$ cat src/rtl/comsys_pkg.sv
`timescale 1ns/1ps
// -----------------------------------------------------------------------------
// comsys_pkg
// Shared ComSys framing constants. The framer, the receive-side frame
// synchronizer and the bench all use this package.
//   - sync_state_e : synchronizer state codes (HUNT / CHECK / SYNC)
//   - HEAD         : frame header pattern, MSB on the wire first
//   - HEAD_LEN, DATA_LEN, FRAME_LEN : frame geometry in bits
//   - CONFIRM_N_DEF, LOSS_N_DEF     : default lock / loss thresholds
//   - sat_inc      : 3-bit saturating increment used by the hit counter
// -----------------------------------------------------------------------------
package comsys_pkg;

    typedef enum logic [1:0] {
        HUNT  = 2'd0,
        CHECK = 2'd1,
        SYNC  = 2'd2
    } sync_state_e;

    localparam int          HEAD_LEN  = 6;
    localparam logic [5:0]  HEAD      = 6'b100101;
    localparam int          DATA_LEN  = 8;
    localparam int          FRAME_LEN = HEAD_LEN + DATA_LEN;

    // Both thresholds must fit the 3-bit hit counter (<= 7).
    localparam int unsigned CONFIRM_N_DEF = 3;
    localparam int unsigned LOSS_N_DEF    = 3;

    function automatic logic [2:0] sat_inc(input logic [2:0] v);
        return (v == 3'd7) ? v : v + 3'd1;
    endfunction

endpackage

$ cat src/rtl/frame_sync_rx.sv
`timescale 1ns/1ps
// -----------------------------------------------------------------------------
// frame_sync_rx
// Receive-side frame synchronizer. Hunts for the 6-bit header in the
// recovered bitstream, confirms it over CONFIRM_N correctly spaced frames,
// then flywheels on frame timing, tolerating up to LOSS_N-1 missed headers.
// In SYNC each 8-bit payload is delivered with a one-cycle valid pulse.
//
// Ports
//   clk_sys     in   1  system clock, rising edge
//   reset       in   1  asynchronous active-low reset
//   bit_in      in   1  recovered serial data bit
//   bit_en      in   1  bit strobe; bit_in is consumed when high
//   data_out    out  8  last delivered payload byte (MSB = first bit received)
//   data_valid  out  1  one-cycle pulse when data_out updates
//   locked      out  1  high while in SYNC
//   sync_state  out  2  0=HUNT, 1=CHECK, 2=SYNC
//   hit_cnt     out  3  confirm count in CHECK, miss count in SYNC
// -----------------------------------------------------------------------------
module frame_sync_rx
    import comsys_pkg::*;
#(
    parameter int unsigned CONFIRM_N = CONFIRM_N_DEF,
    parameter int unsigned LOSS_N    = LOSS_N_DEF
) (
    input  logic                clk_sys,
    input  logic                reset,
    input  logic                bit_in,
    input  logic                bit_en,
    output logic [DATA_LEN-1:0] data_out,
    output logic                data_valid,
    output logic                locked,
    output logic [1:0]          sync_state,
    output logic [2:0]          hit_cnt
);

    // The oldest bit ever read is the first payload bit, seven bits back,
    // so the history register only needs DATA_LEN-1 stages.
    localparam int SH_W = DATA_LEN - 1;

    sync_state_e         r_state;
    logic [SH_W-1:0]     r_shreg;
    logic [3:0]          r_bit_cnt;
    logic [2:0]          r_hit_cnt;
    logic [DATA_LEN-1:0] r_data;
    logic                r_valid;
    logic                r_locked;

    sync_state_e         w_state_nxt;
    logic [SH_W-1:0]     w_shreg_nxt;
    logic [3:0]          w_bit_cnt_nxt;
    logic [2:0]          w_hit_nxt;
    logic [DATA_LEN-1:0] w_data_nxt;
    logic                w_valid_nxt;

    logic [HEAD_LEN-1:0] w_win;
    logic                w_hdr_match;
    logic                w_frame_end;
    logic                w_pay_last;
    logic [2:0]          w_hit_inc;

    // Header window includes the bit being accepted on this edge.
    assign w_win       = {r_shreg[HEAD_LEN-2:0], bit_in};
    assign w_hdr_match = (w_win == HEAD);
    assign w_frame_end = (r_bit_cnt == 4'(FRAME_LEN - 1));
    assign w_pay_last  = (r_bit_cnt == 4'(DATA_LEN - 1));
    assign w_hit_inc   = sat_inc(r_hit_cnt);

    // NOTE: every signal written here gets a default first, so no path can
    // leave one unassigned and infer a latch.
    always_comb begin
        w_state_nxt   = r_state;
        w_shreg_nxt   = r_shreg;
        w_bit_cnt_nxt = r_bit_cnt;
        w_hit_nxt     = r_hit_cnt;
        w_data_nxt    = r_data;
        w_valid_nxt   = 1'b0;

        if (bit_en) begin
            w_shreg_nxt   = {r_shreg[SH_W-2:0], bit_in};
            w_bit_cnt_nxt = w_frame_end ? 4'd0 : r_bit_cnt + 4'd1;

            case (r_state)
                HUNT: begin
                    // Next accepted bit after a detection is payload bit 0.
                    w_bit_cnt_nxt = 4'd0;
                    if (w_hdr_match) begin
                        w_state_nxt = CHECK;
                        w_hit_nxt   = 3'd1;
                    end
                end

                CHECK: begin
                    if (w_frame_end) begin
                        if (w_hdr_match) begin
                            w_hit_nxt = w_hit_inc;
                            if (w_hit_inc == 3'(CONFIRM_N)) begin
                                w_state_nxt = SYNC;
                                w_hit_nxt   = 3'd0;
                            end
                        end else begin
                            // False lock: resume searching from the next bit,
                            // keeping the history already shifted in.
                            w_state_nxt = HUNT;
                            w_hit_nxt   = 3'd0;
                        end
                    end
                end

                SYNC: begin
                    if (w_pay_last) begin
                        w_data_nxt  = {r_shreg[DATA_LEN-2:0], bit_in};
                        w_valid_nxt = 1'b1;
                    end
                    if (w_frame_end) begin
                        if (w_hdr_match) begin
                            w_hit_nxt = 3'd0;
                        end else begin
                            w_hit_nxt = w_hit_inc;
                            if (w_hit_inc == 3'(LOSS_N)) begin
                                w_state_nxt = HUNT;
                                w_hit_nxt   = 3'd0;
                            end
                        end
                    end
                end

                default: begin
                    w_state_nxt = HUNT;
                    w_hit_nxt   = 3'd0;
                end
            endcase
        end
    end

    // NOTE: reset is asynchronous; every register, including the data
    // output and the shift history, clears the moment reset drops.
    always_ff @(posedge clk_sys or negedge reset) begin
        if (!reset) begin
            r_state   <= HUNT;
            r_shreg   <= '0;
            r_bit_cnt <= '0;
            r_hit_cnt <= '0;
            r_data    <= '0;
            r_valid   <= 1'b0;
            r_locked  <= 1'b0;
        end else begin
            // NOTE: non-blocking assignments, so every register samples the
            // pre-edge values computed above regardless of statement order.
            r_state   <= w_state_nxt;
            r_shreg   <= w_shreg_nxt;
            r_bit_cnt <= w_bit_cnt_nxt;
            r_hit_cnt <= w_hit_nxt;
            r_data    <= w_data_nxt;
            r_valid   <= w_valid_nxt;
            r_locked  <= (w_state_nxt == SYNC);
        end
    end

    assign data_out   = r_data;
    assign data_valid = r_valid;
    assign locked     = r_locked;
    assign sync_state = r_state;
    assign hit_cnt    = r_hit_cnt;

endmodule

$ cat config.mk
export PLATFORM = sky130hd
export DESIGN_NAME = frame_sync_rx
export DESIGN_NICKNAME = d
export VERILOG_FILES = /design/src/rtl/comsys_pkg.sv /design/src/rtl/frame_sync_rx.sv
export SDC_FILE = /design/constraint.sdc
export NUM_CORES = 1
export LEC_CHECK = 0
export ABC_AREA = 1
export CAP_MARGIN = 20
export CORE_MARGIN = 2
export CORE_UTILIZATION = 50
export CTS_BUF_LIST = sky130_fd_sc_hd__clkbuf_8 sky130_fd_sc_hd__clkbuf_16
export CTS_CLUSTER_DIAMETER = 120
export DETAILED_ROUTE_END_ITERATION = 10
export GPL_TIMING_DRIVEN = 0
export PLACE_DENSITY_LB_ADDON = 0.05
export SLEW_MARGIN = 20
export SYNTH_ARGS = -nofsm -noshare
export SYNTH_HDL_FRONTEND = slang
export SYNTH_SLANG_ARGS = --single-unit
$ cat constraint.sdc
create_clock -name clk_sys -period 1.53 [get_ports clk_sys]
set_input_delay 0.306 -clock clk_sys [delete_from_list [all_inputs] [get_ports clk_sys]]
set_output_delay 0.306 -clock clk_sys [all_outputs]
set_load 0.05 [all_outputs]
==> results of run 1 <==
layout by cell type, fill, tap and decap left out, types with 2 or more instances in the layout:
cell,n
dlygate4sd2_1,10
clkbuf_2,2
inv_1,19
clkdlybuf4s15_2,2
nor2_2,3
inv_2,7
o21ai_2,8
nor2_4,2
clkdlybuf4s50_1,2
o21ai_0,11
nand2_1,45
dfrtp_2,2
nand3_1,6
buf_2,3
ha_1,3
nand2_2,4
a21oi_1,4
nor2_1,8
dfrtp_1,24
clkbuf_8,3
area by class of cell:
class,instances,area share [%]
Sequential cell,26,40.9
Multi-Input combinational cell,103,35.2
Timing Repair Buffer,18,9.71
Inverter,26,6.11
Clock buffer,3,2.58
Tap cell,30,2.35
Clock inverter,1,1.88
Buffer,3,1.33
power breakdown:
part	internal (mW)	total [mW]	switching [mW]
Combinational	0.241	0.709	0.468
Clock	0.350	0.566	0.216
Sequential	0.798	0.915	0.117
Total	1.39	2.19	0.801
registers in the layout, summed over array words and instances (netlist names):
name and cells:
hit_cnt 3, data_valid 1, r_shreg 7, locked 1, sync_state 2, r_bit_cnt 4
data_out 8
per-layer routing:
metal | wire length, microns | vias to the layer above
met2 | 1070 | 14
met3 | 82 | 5
met1 | 1110 | 460
met4 | 37 | 0
li1 | - | 539
met5 | 0 | -
cell usage after synthesis, drive strengths merged:
cell type and count:
nand2 49, dfrtp 26, inv 26, o21ai 19, nor2 13, nand3 8, a21oi 5, buf 3
ha 3, nand3b 1, nand4 1, nor3 1, o21bai 1, xnor2 1, xor2 1
kinds of logic after synthesis:
logic type	share of synthesized area, %
compound gates	12.3
xor+xnor	1.33
buf+inv	9.06
fa+ha+maj	2.86
simple gates	24.9
flops	49.6
repair_timing:
item,CTS,global route
buffers inserted,0,0
cloned,0,0
gates resized for setup,21,7
setup endpoints to repair,15,7
how the worst min path moves through the flow:
stage / slack, ps / from / end / depth (start not counted)
2_1_floorplan: 10 / reset / data_out[0]$_DFFE_PN0P_ / 0
3_3_place_gp: 460 / data_out[7]$_DFFE_PN0P_ / data_out[7]$_DFFE_PN0P_ / 2
3_5_place_dp: 330 / reset / data_out[4]$_DFFE_PN0P_ / 1
4_1_cts: 40 / reset / data_valid$_DFF_PN0_ / 1
5_1_grt: 70 / reset / data_valid$_DFF_PN0_ / 1
6_report: 20 / reset / hit_cnt[2]$_DFFE_PN0P_ / 1
through the flow:
stage	power [mW]	setup slack (ps)	instances	utilization, %
2_1_floorplan	1.43	42.2	158	-
3_3_place_gp	1.61	-233	206	61.9
3_5_place_dp	1.62	-185	206	61.7
4_1_cts	2.18	8.75	210	64.1
5_1_grt	2.35	-1.08	210	64.5
6_report	2.19	35.9	210	64.5
==> summary.md, run 1 <==
| Metric | Value |
|---|---|
| Clock buffer depth | `2` |
| Reg2reg end | `locked$_DFF_PN0_` |
| Final Hold Fails | `0` |
| Pleak | `0.839 nW` |
| Fin Clk Skew | `4.07 ps` |
| Crit end category | `output port` |
| Worst slew pin tran | `571 ps` |
| Max-cap violations | `0` |
| Crit Reg-Reg Startpoint | `hit_cnt[0]$_DFFE_PN0P_` |
| Chip Height | `55.2 microns` |
| Hold Path Class | `input port to async pin` |
| # clock sinks | `26` |
| Routed len/inst | `11.0 microns` |
| Most used routing layer in global routing | `met2` |
| Synth Register Bits | `26` |
| Number of port buffers | `18` |
| Root Driver | `clkbuf_8` |
| M1 GR Usage | `23.5%` |
| Total negative slack | `0 ps` |
| H-tree levels | `1` |
| Later-pin clock latency in the skew report | `270 ps` |
| Finished Cell Area | `1600 sq um` |
| RSZ-0062 raised after global routing | `true` |
| Worst-path cell chain | `clkdlybuf4s15_1` |
| Via count | `1018` |
| RD Place Congestion | `about 0.8` |
| Top cells by area, synth | `dfrtp_1, nand2_1, inv_1` |
| Diodes inserted | `0` |
| Layout net count | `approximately 190` |
| Rel. slew slack | `62.0%` |
| Top cell type's share of synthesized area | `between 40% and 50%` |
| Share of cells above drive strength 1 | `23.3%` |
| Syn Area/Cell | `8.31 sq um` |
| Stages on the worst setup path | `1` |
| CP max FO | `5` |
| Crit Path Class | `register to output port` |
| Initial core utilization | `53.0%` |
| Slowest stage delay, CP | `approximately 510 ps` |
| Data arrival, critical path | `1190 ps` |
| Gr ovfl total | `0` |
| Area growth, synth to finish | `21.7%` |
| Fmax | `669 MHz` |
| Global Route met3 Usage | `3.28%` |
| TritonRoute pass-1 iters | `4` |
| IO Count | `19` |
| CP Launch Type | `register` |
| Initial antenna violation count | `0` |
| Cell area after synthesis | `1310 sq um` |
| Syn Nets | `165` |
| Period utilisation layout | `between 90% and 100%` |
| Syn. warnings | `0` |
| Synth Instances | `158` |
| Iteration-0 DRC Markers | `17` |
| Pin count of the biggest net entering global routing | `27` |
| Pwr dens | `1370 nW/um^2` |
| First-pass GRT wire length | `4090 microns` |
| GRT Util Overall | `16.6%` |
| Maximum VDD drop | `1.11 mV` |
| CP delay by family, top | `buffers and inverters` |
| Antenna-violating nets left | `0` |
| Post-synthesis sequential area ratio | `about half` |
| Crit. Startpoint | `hit_cnt[0]$_DFFE_PN0P_` |
| Register area | `653 sq um` |
| Post-DP Area | `about 1500 sq um` |
| Slew Limit Fails | `0` |
| Area leader, netlist | `dfrtp_1` |
| TritonCTS Buffers | `3` |
| Fillers | `221` |
| Final setup fails | `0` |
| Slowest CP cell | `clkdlybuf4s15_1` |
| # DRC | `0` |
| Die W | `between 50 and 60 microns` |
| # hold bufs at CTS | `0` |
| Vias in the first global route | `~910` |
| DRT Wirelength | `2300 microns` |
| Post-DR vias/cell | `4.85` |
| CP endpoint | `hit_cnt[0]` |
| # rows | `18` |
| Area occupied by multi-input gates | `between 500 and 600 sq um` |
| Buffers & Inverters on Critical Path | `1` |
| Status | `complete, no violations` |
| Die ar. | `3050 sq um` |
| Hold Slack | `18.2 ps` |
| CP required | `approximately 1200 ps` |
| Worst R2R Path Depth | `9` |
| Clock transition at path regs | `90 ps` |
| Reg-to-reg slack, setup | `~80 ps` |
| Post-layout min period | `1490 ps` |
| DP HPWL | `around 1700 microns` |
| CTS tree | `yes` |
| Library cells used by synthesis | `22` |
| Met2 usage | `roughly 25%` |
| Area of the core | `about 2500 sq um` |
No activity file was read; power rests on OpenSTA's default activity.
==> run 2: changes to the inputs <==
--- a/config.mk
+++ b/config.mk
@@ -12,6 +12,7 @@
 export CTS_BUF_LIST = sky130_fd_sc_hd__clkbuf_8 sky130_fd_sc_hd__clkbuf_16
 export CTS_CLUSTER_DIAMETER = 120
 export DETAILED_ROUTE_END_ITERATION = 10
+export DONT_BUFFER_PORTS = 1
 export GPL_TIMING_DRIVEN = 0
 export PLACE_DENSITY_LB_ADDON = 0.05
 export SLEW_MARGIN = 20
==> constraint.sdc (replaced) <==
create_clock -name clk_sys -period 1.55 [get_ports clk_sys]
set_input_delay 0.31 -clock clk_sys [delete_from_list [all_inputs] [get_ports clk_sys]]
set_output_delay 0.31 -clock clk_sys [all_outputs]
set_load 0.05 [all_outputs]
==> run 2 against run 1 <==
  * Routed wire length fell by 0.69%
  * Total power fell by 7.7%
  * Flip-flop and latch count did not move
  * Register-to-register slack got worse by 80 ps
  * Highest routed layer unchanged
  * Design area fell by 5.6%
  * Setup slack got worse by 33 ps
  * Non-clock buffer count fell by 15
  * Clock skew barely moved
  * Utilization fell by 3.6 points
==> summary.md, run 2 (synthesis gave the netlist of run 1 again) <==
| Metric | Value |
|---|---|
| Max-cap violations | `0` |
| Later-pin clock latency in the skew report | `260 ps` |
| CP Launch Type | `register` |
| # rows | `18` |
| Post-DR vias/cell | `4.98` |
| Slew Limit Fails | `0` |
| Root Driver | `clkbuf_8` |
| Number of port buffers | `0` |
| Total negative slack | `0 ps` |
| Data arrival, critical path | `1710 ps` |
| Final setup fails | `0` |
| RD Place Congestion | `0.782` |
| Reg-to-reg slack, setup | `between 3 and 4 ps` |
| Area of the core | `2480 sq um` |
| Post-layout min period | `1550 ps` |
| Initial antenna violation count | `0` |
| DRT Wirelength | `2290 microns` |
| Area growth, synth to finish | `15.0%` |
| Vias in the first global route | `952` |
| Maximum VDD drop | `around 1.0 mV` |
| Antenna-violating nets left | `0` |
| Clock transition at path regs | `90 ps` |
| IO Count | `19` |
| Worst slew pin tran | `484 ps` |
| Finished Cell Area | `1510 sq um` |
| # clock sinks | `26` |
| Routed len/inst | `11.7 microns` |
| Hold Path Class | `input port to register` |
| Pwr dens | `1340 nW/um^2` |
| Die ar. | `3050 sq um` |
| Fin Clk Skew | `roughly 4.3 ps` |
| Most frequent cells in the layout | `nand2_1, dfrtp_1, inv_1` |
| Share of cells above drive strength 1 | `29.1%` |
| First-pass GRT wire length | `around 4200 microns` |
| Commonest non-fill, non-tap cell in the layout | `nand2_1` |
| Pleak | `between 0.7 and 0.8 nW` |
| Dpl ws | `-83.4 ps` |
| Diodes inserted | `0` |
| Clock buffer depth | `2` |
| CTS tree | `yes` |
| Pin count of the biggest net entering global routing | `27` |
| Post-DP Area | `1350 sq um` |
| # DRC | `0` |
| P_int | `around 1.2 mW` |
| Final Hold Fails | `0` |
| Layout net count | `173` |
| Clk network pwr share | `a little over a fifth` |
| Initial core utilization | `between 50% and 60%` |
| GRT Util Overall | `16.6%` |
| Via count | `971` |
| TritonRoute pass-1 iters | `4` |
| Fmax | `647 MHz` |
| Sw Ratio | `between 30% and 40%` |
| RSZ-0062 raised after global routing | `true` |
| TritonCTS Buffers | `3` |
| Crit end category | `register` |
| Chip Height | `55.2 microns` |
| Largest register FFs | `8` |
| CP max FO | `5` |
| Gate power share | `27.4%` |
| DP HPWL | `1640 microns` |
| Iteration-0 DRC Markers | `16` |
| CP required | `between 1500 and 2000 ps` |
| Status | `complete, no violations` |
| Flop pwr share | `51.4%` |
| Setup WS post-layout | `3.21 ps` |
| NetSw | `between 700 and 800 uW` |
| Period utilisation layout | `roughly 100%` |
| Gr ovfl total | `0` |
| Die W | `around 55 microns` |
| Rel. slew slack | `67.7%` |
| Crit Path Class | `register to register` |
| H-tree levels | `1` |
## run 2: critical path, stage by stage, from the launching register on
cell and delay [ps]:
dfrtp_4 600, ha_4 300, nand2_1 60, nand2_2 90
nand2_2 80, o21bai_4 140, nand3_2 80, nand2_1 60
inv_1 40
## run 2: worst paths after layout
kind / cells after the start / start / endpoint
setup / recovery: 8 / hit_cnt[0]$_DFFE_PN0P_ / locked$_DFF_PN0_
hold / removal: 2 / bit_in / r_shreg[0]$_DFFE_PN0P_
setup reg to reg: 8 / hit_cnt[0]$_DFFE_PN0P_ / locked$_DFF_PN0_
hold reg to reg: 2 / r_shreg[5]$_DFFE_PN0P_ / r_shreg[6]$_DFFE_PN0P_
max in group asynchronous: 2 / reset / hit_cnt[0]$_DFFE_PN0P_
min in group asynchronous: 2 / reset / data_out[1]$_DFFE_PN0P_
## run 2: routing by layer
layer	vias to the layer above	global-route usage [%]	part of all wire (%)
li1	506	-	-
met1	450	22.7	48
met2	13	27.2	49
met3	2	3.04	2.8
met4	0	4.18	0.52
met5	-	0	0
## run 2: final cells by class
| class | count | area, sq um |
|---|---|---|
| inverters | 26 | 100 |
| fillers | 226 | 968 |
| flip-flops and latches | 26 | 662 |
| well taps | 30 | 37.5 |
| multi-input cells | 103 | 596 |
| plain buffers | 3 | 21.3 |
| clock buffers | 4 | 55.1 |
| repair buffers | 3 | 37.5 |
## run 2: power groups by stage
stage | Combinational (mW) | Sequential (mW) | Clock, mW
finish | 0.553 | 1.04 | 0.429
CTS | 0.531 | 1.02 | 0.440
global route | 0.663 | 1.06 | 0.470
floorplan | 0.414 | 0.999 | 0
global placement | 0.489 | 1.02 | 0
detailed placement | 0.495 | 1.02 | 0
## run 2: per-stage QoR
stage          total power [mW]  util (%)  hold WS, ps  cells
5_1_grt                    2.19      60.9          167    195
3_3_place_gp               1.51      54.6         14.9    188
4_1_cts                    1.99      58.7          171    194
3_5_place_dp               1.52      54.6         15.0    188
6_report                   2.02      60.9          168    195
2_1_floorplan              1.41         -         14.4    158
## run 2: repair_timing
action | in CTS | in global routing
pin swaps | 2 | 8
resized for setup | 5 | 14
setup buffers | 0 | 1
gates cloned | 0 | 0
endpoints found under the setup margin | 14 | 8
hold buffers | 2 | 0
endpoints found under the hold margin | 26 | 0
==> run 3: changes to the inputs <==
--- a/config.mk
+++ b/config.mk
@@ -5,7 +5,7 @@
 export SDC_FILE = /design/constraint.sdc
 export NUM_CORES = 1
 export LEC_CHECK = 0
-export ABC_AREA = 1
+export ABC_CLOCK_PERIOD_IN_PS = 1550
 export CAP_MARGIN = 20
 export CORE_MARGIN = 2
 export CORE_UTILIZATION = 50
@@ -15,7 +15,6 @@
 export DONT_BUFFER_PORTS = 1
 export GPL_TIMING_DRIVEN = 0
 export PLACE_DENSITY_LB_ADDON = 0.05
-export SLEW_MARGIN = 20
 export SYNTH_ARGS = -nofsm -noshare
 export SYNTH_HDL_FRONTEND = slang
 export SYNTH_SLANG_ARGS = --single-unit
==> run 3 against run 2 <==
  * Global-route usage grew 1.2 points
  * The flow now finishes with violations (negative setup slack)
  * First-iteration DRC count decreased by 56%
  * Total power rose by 32%
  * Routed wire length is 1.1% higher
  * Sequential share of layout area shrank 1.6 points
  * Clock power increased by 31%
  * Die area shrank 1.7%
  * Clock skew fell by 1.9 ps
  * Register-to-register slack worse by 200 ps
  * Critical path depth is 3 lower
  * Setup slack lost 200 ps
==> summary.md, run 3 <==
| Metric | Value |
|---|---|
| Data arrival, critical path | `1940 ps` |
| Most frequent cells in the layout | `dfrtp_1, mux2_2, buf_4` |
| RSZ-0062 raised after global routing | `true` |
| Commonest non-fill, non-tap cell in the layout | `dfrtp_1` |
| Crit Reg-Reg Startpoint | `hit_cnt[0]$_DFFE_PN0P_` |
| Vias in the first global route | `862` |
| # rows | `18` |
| Worst-path cell chain | `ha_4 -> nor4b_4 -> and2_4 -> a41oi_2 -> a31oi_1` |
| H-tree levels | `1` |
| Via count | `854` |
| Failing checks | `negative setup slack` |
| RD Place Congestion | `approximately 0.82` |
| Hold Path Class | `input port to register` |
| Post-synth EDFFs | `0` |
| Top cell type's share of synthesized area | `50.5%` |
| Max-cap violations | `0` |
| Top cells by area, synth | `dfrtp_1, mux2_2, ha_1` |
| First-pass GRT wire length | `3800 microns` |
| Finished Cell Area | `between 1500 and 2000 sq um` |
| Hold Slack | `186 ps` |
| Synth Instances | `~110` |
| Pin count of the biggest net entering global routing | `27` |
| Post-layout min period | `1740 ps` |
| Initial antenna violation count | `0` |
| Fin Clk Skew | `2.43 ps` |
| Crit Path Class | `register to register` |
| Syn. warnings | `0` |
| Iteration-0 DRC Markers | `7` |
| Synth async-reset ratio | `100%` |
| CP Launch Type | `register` |
| IO Count | `19` |
| Share of cells above drive strength 1 | `40.5%` |
| Status | `finished with violations` |
| Setup WS post-layout | `-192 ps` |
| Slew Limit Fails | `0` |
| Rel. slew slack | `55.4%` |
| Post-DP Area | `1360 sq um` |
| Routed len/inst | `approximately 15 microns` |
| TritonRoute pass-1 iters | `4` |
| DRT Wirelength | `2310 microns` |
| DP HPWL | `1530 microns` |
| CP required | `1740 ps` |
| End-of-flow core utilization | `63.4%` |
| Syn Area/Cell | `12.0 sq um` |
| Chip Height | `54.8 microns` |
| Gr ovfl total | `0` |
| Crit. Startpoint | `hit_cnt[0]$_DFFE_PN0P_` |
| Area occupied by multi-input gates | `roughly 650 sq um` |
| Antenna-violating nets left | `0` |
| # DRC | `0` |
| Final Hold Fails | `0` |
| Root Driver | `clkbuf_8` |
| Syn Nets | `between 100 and 150` |
| Layout net count | `~130` |
| Clock buffer depth | `2` |
| Area leader, netlist | `dfrtp_1` |
| Dpl ws | `-169 ps` |
| Most instantiated cells after synthesis | `dfrtp_1, mux2_2, o21ai_0` |
| Period utilisation layout | `112%` |
| Post-DR vias/cell | `5.66` |
| Worst slew pin tran | `668 ps` |
| CTS tree | `yes` |
| Diodes inserted | `0` |
| Later-pin clock latency in the skew report | `270 ps` |
| Area of the core | `~2500 sq um` |
| # clock sinks | `26` |
| Register area | `658 sq um` |
| Crit end category | `register` |
| Fillers | `197` |
| Area growth, synth to finish | `20.8%` |
| Maximum VDD drop | `roughly 1.1 mV` |
| Pwr dens | `roughly 1700 nW/um^2` |
| Clock transition at path regs | `90 ps` |
| Slowest CP cell | `dfrtp_4` |
| Synth Register Bits | `26` |
| Dominant synthesized flop cell | `dfrtp_1` |
| Die ar. | `about 3000 sq um` |
| Hold_sp | `bit_in` |
| Initial core utilization | `a little over half` |
| Die W | `54.8 microns` |
| Slowest stage delay, CP | `600 ps` |
| Post-synthesis sequential area ratio | `50.5%` |
| Largest register FFs | `8` |
| Most frequent cell after synthesis | `dfrtp_1` |
| Number of port buffers | `0` |
| Fmax | `574 MHz` |
| GRT Util Overall | `approximately 18%` |
| CP max FO | `6` |
| Final setup fails | `13` |
| TritonCTS Buffers | `3` |
| Cell area after synthesis | `1290 sq um` |
| Pleak | `0.688 nW` |
| Library cells used by synthesis | `38` |
## run 3: report_power, final
part	switching [mW]	total (mW)	leakage [nW]	internal, mW
Clock	0.218	0.563	0.0357	0.345
Combinational	0.399	0.911	0.324	0.512
Sequential	0.345	1.19	0.328	0.841
Total	0.962	2.66	0.688	1.70
## run 3: logic make-up after synthesis
kind of cell | count (synthesis) | share of synthesized area [%]
simple gates | 29 | 14.9
xor+xnor | 3 | 2.04
buf+inv | 8 | 3.30
mux | 16 | 14.3
compound gates | 22 | 12.1
flops | 26 | 50.5
fa+ha+maj | 3 | 2.91
## run 3: what timing repair did
| item | in CTS | in global routing |
|---|---|---|
| pin swaps | 5 | 6 |
| gates resized for setup | 7 | 4 |
| cloned | 0 | 0 |
| buffers inserted | 5 | 3 |
| hold endpoints to repair | 26 | 0 |
| hold buffers | 2 | 0 |
| setup endpoints to repair | 12 | 14 |
## run 3: layout make-up
| type | instances | area share, % |
|---|---|---|
| tap | 30 | 2.41 |
| buffer | 4 | 2.01 |
| inverter | 4 | 0.965 |
| multi-input combinational | 73 | 41.7 |
| clock buffer | 3 | 2.65 |
| sequential | 26 | 42.3 |
| timing repair buffer | 10 | 6.03 |
| clock inverter | 1 | 1.93 |
## run 3: worst paths after layout
path                       slack (ps)  cells after the start                      end
setup / recovery                 -190                      5  sync_state[1]$_DFF_PN0_
hold / removal                    190                      1  data_out[0]$_DFFE_PN0P_
setup reg to reg                 -190                      5  sync_state[1]$_DFF_PN0_
hold reg to reg                   510                      1  data_out[7]$_DFFE_PN0P_
max in group asynchronous         920                      2  sync_state[0]$_DFF_PN0_
min in group asynchronous         470                      2   hit_cnt[2]$_DFFE_PN0P_
## run 3: stage by stage
step,power [mW],setup TNS [ps],cells
finish,2.66,-1420,151
global route,2.82,-2200,151
CTS,2.61,-1810,148
detailed placement,1.88,-1640,137
global placement,1.85,-1390,137
floorplan,1.74,-131,107
## run 3: critical path: cells and delay by family, from the launching register on
family,cells,cell delay [ps]
fa+ha+maj,1,310
flops,1,600
simple gates,2,510
compound gates,2,240
## run 3: layer usage
layer	global-route usage [%]	vias to the layer above	routed length [microns]
met5	0	-	0
met4	7.50	0	29
met3	3.01	2	94
met2	29.0	21	1100
met1	23.1	411	1090
li1	-	420	-
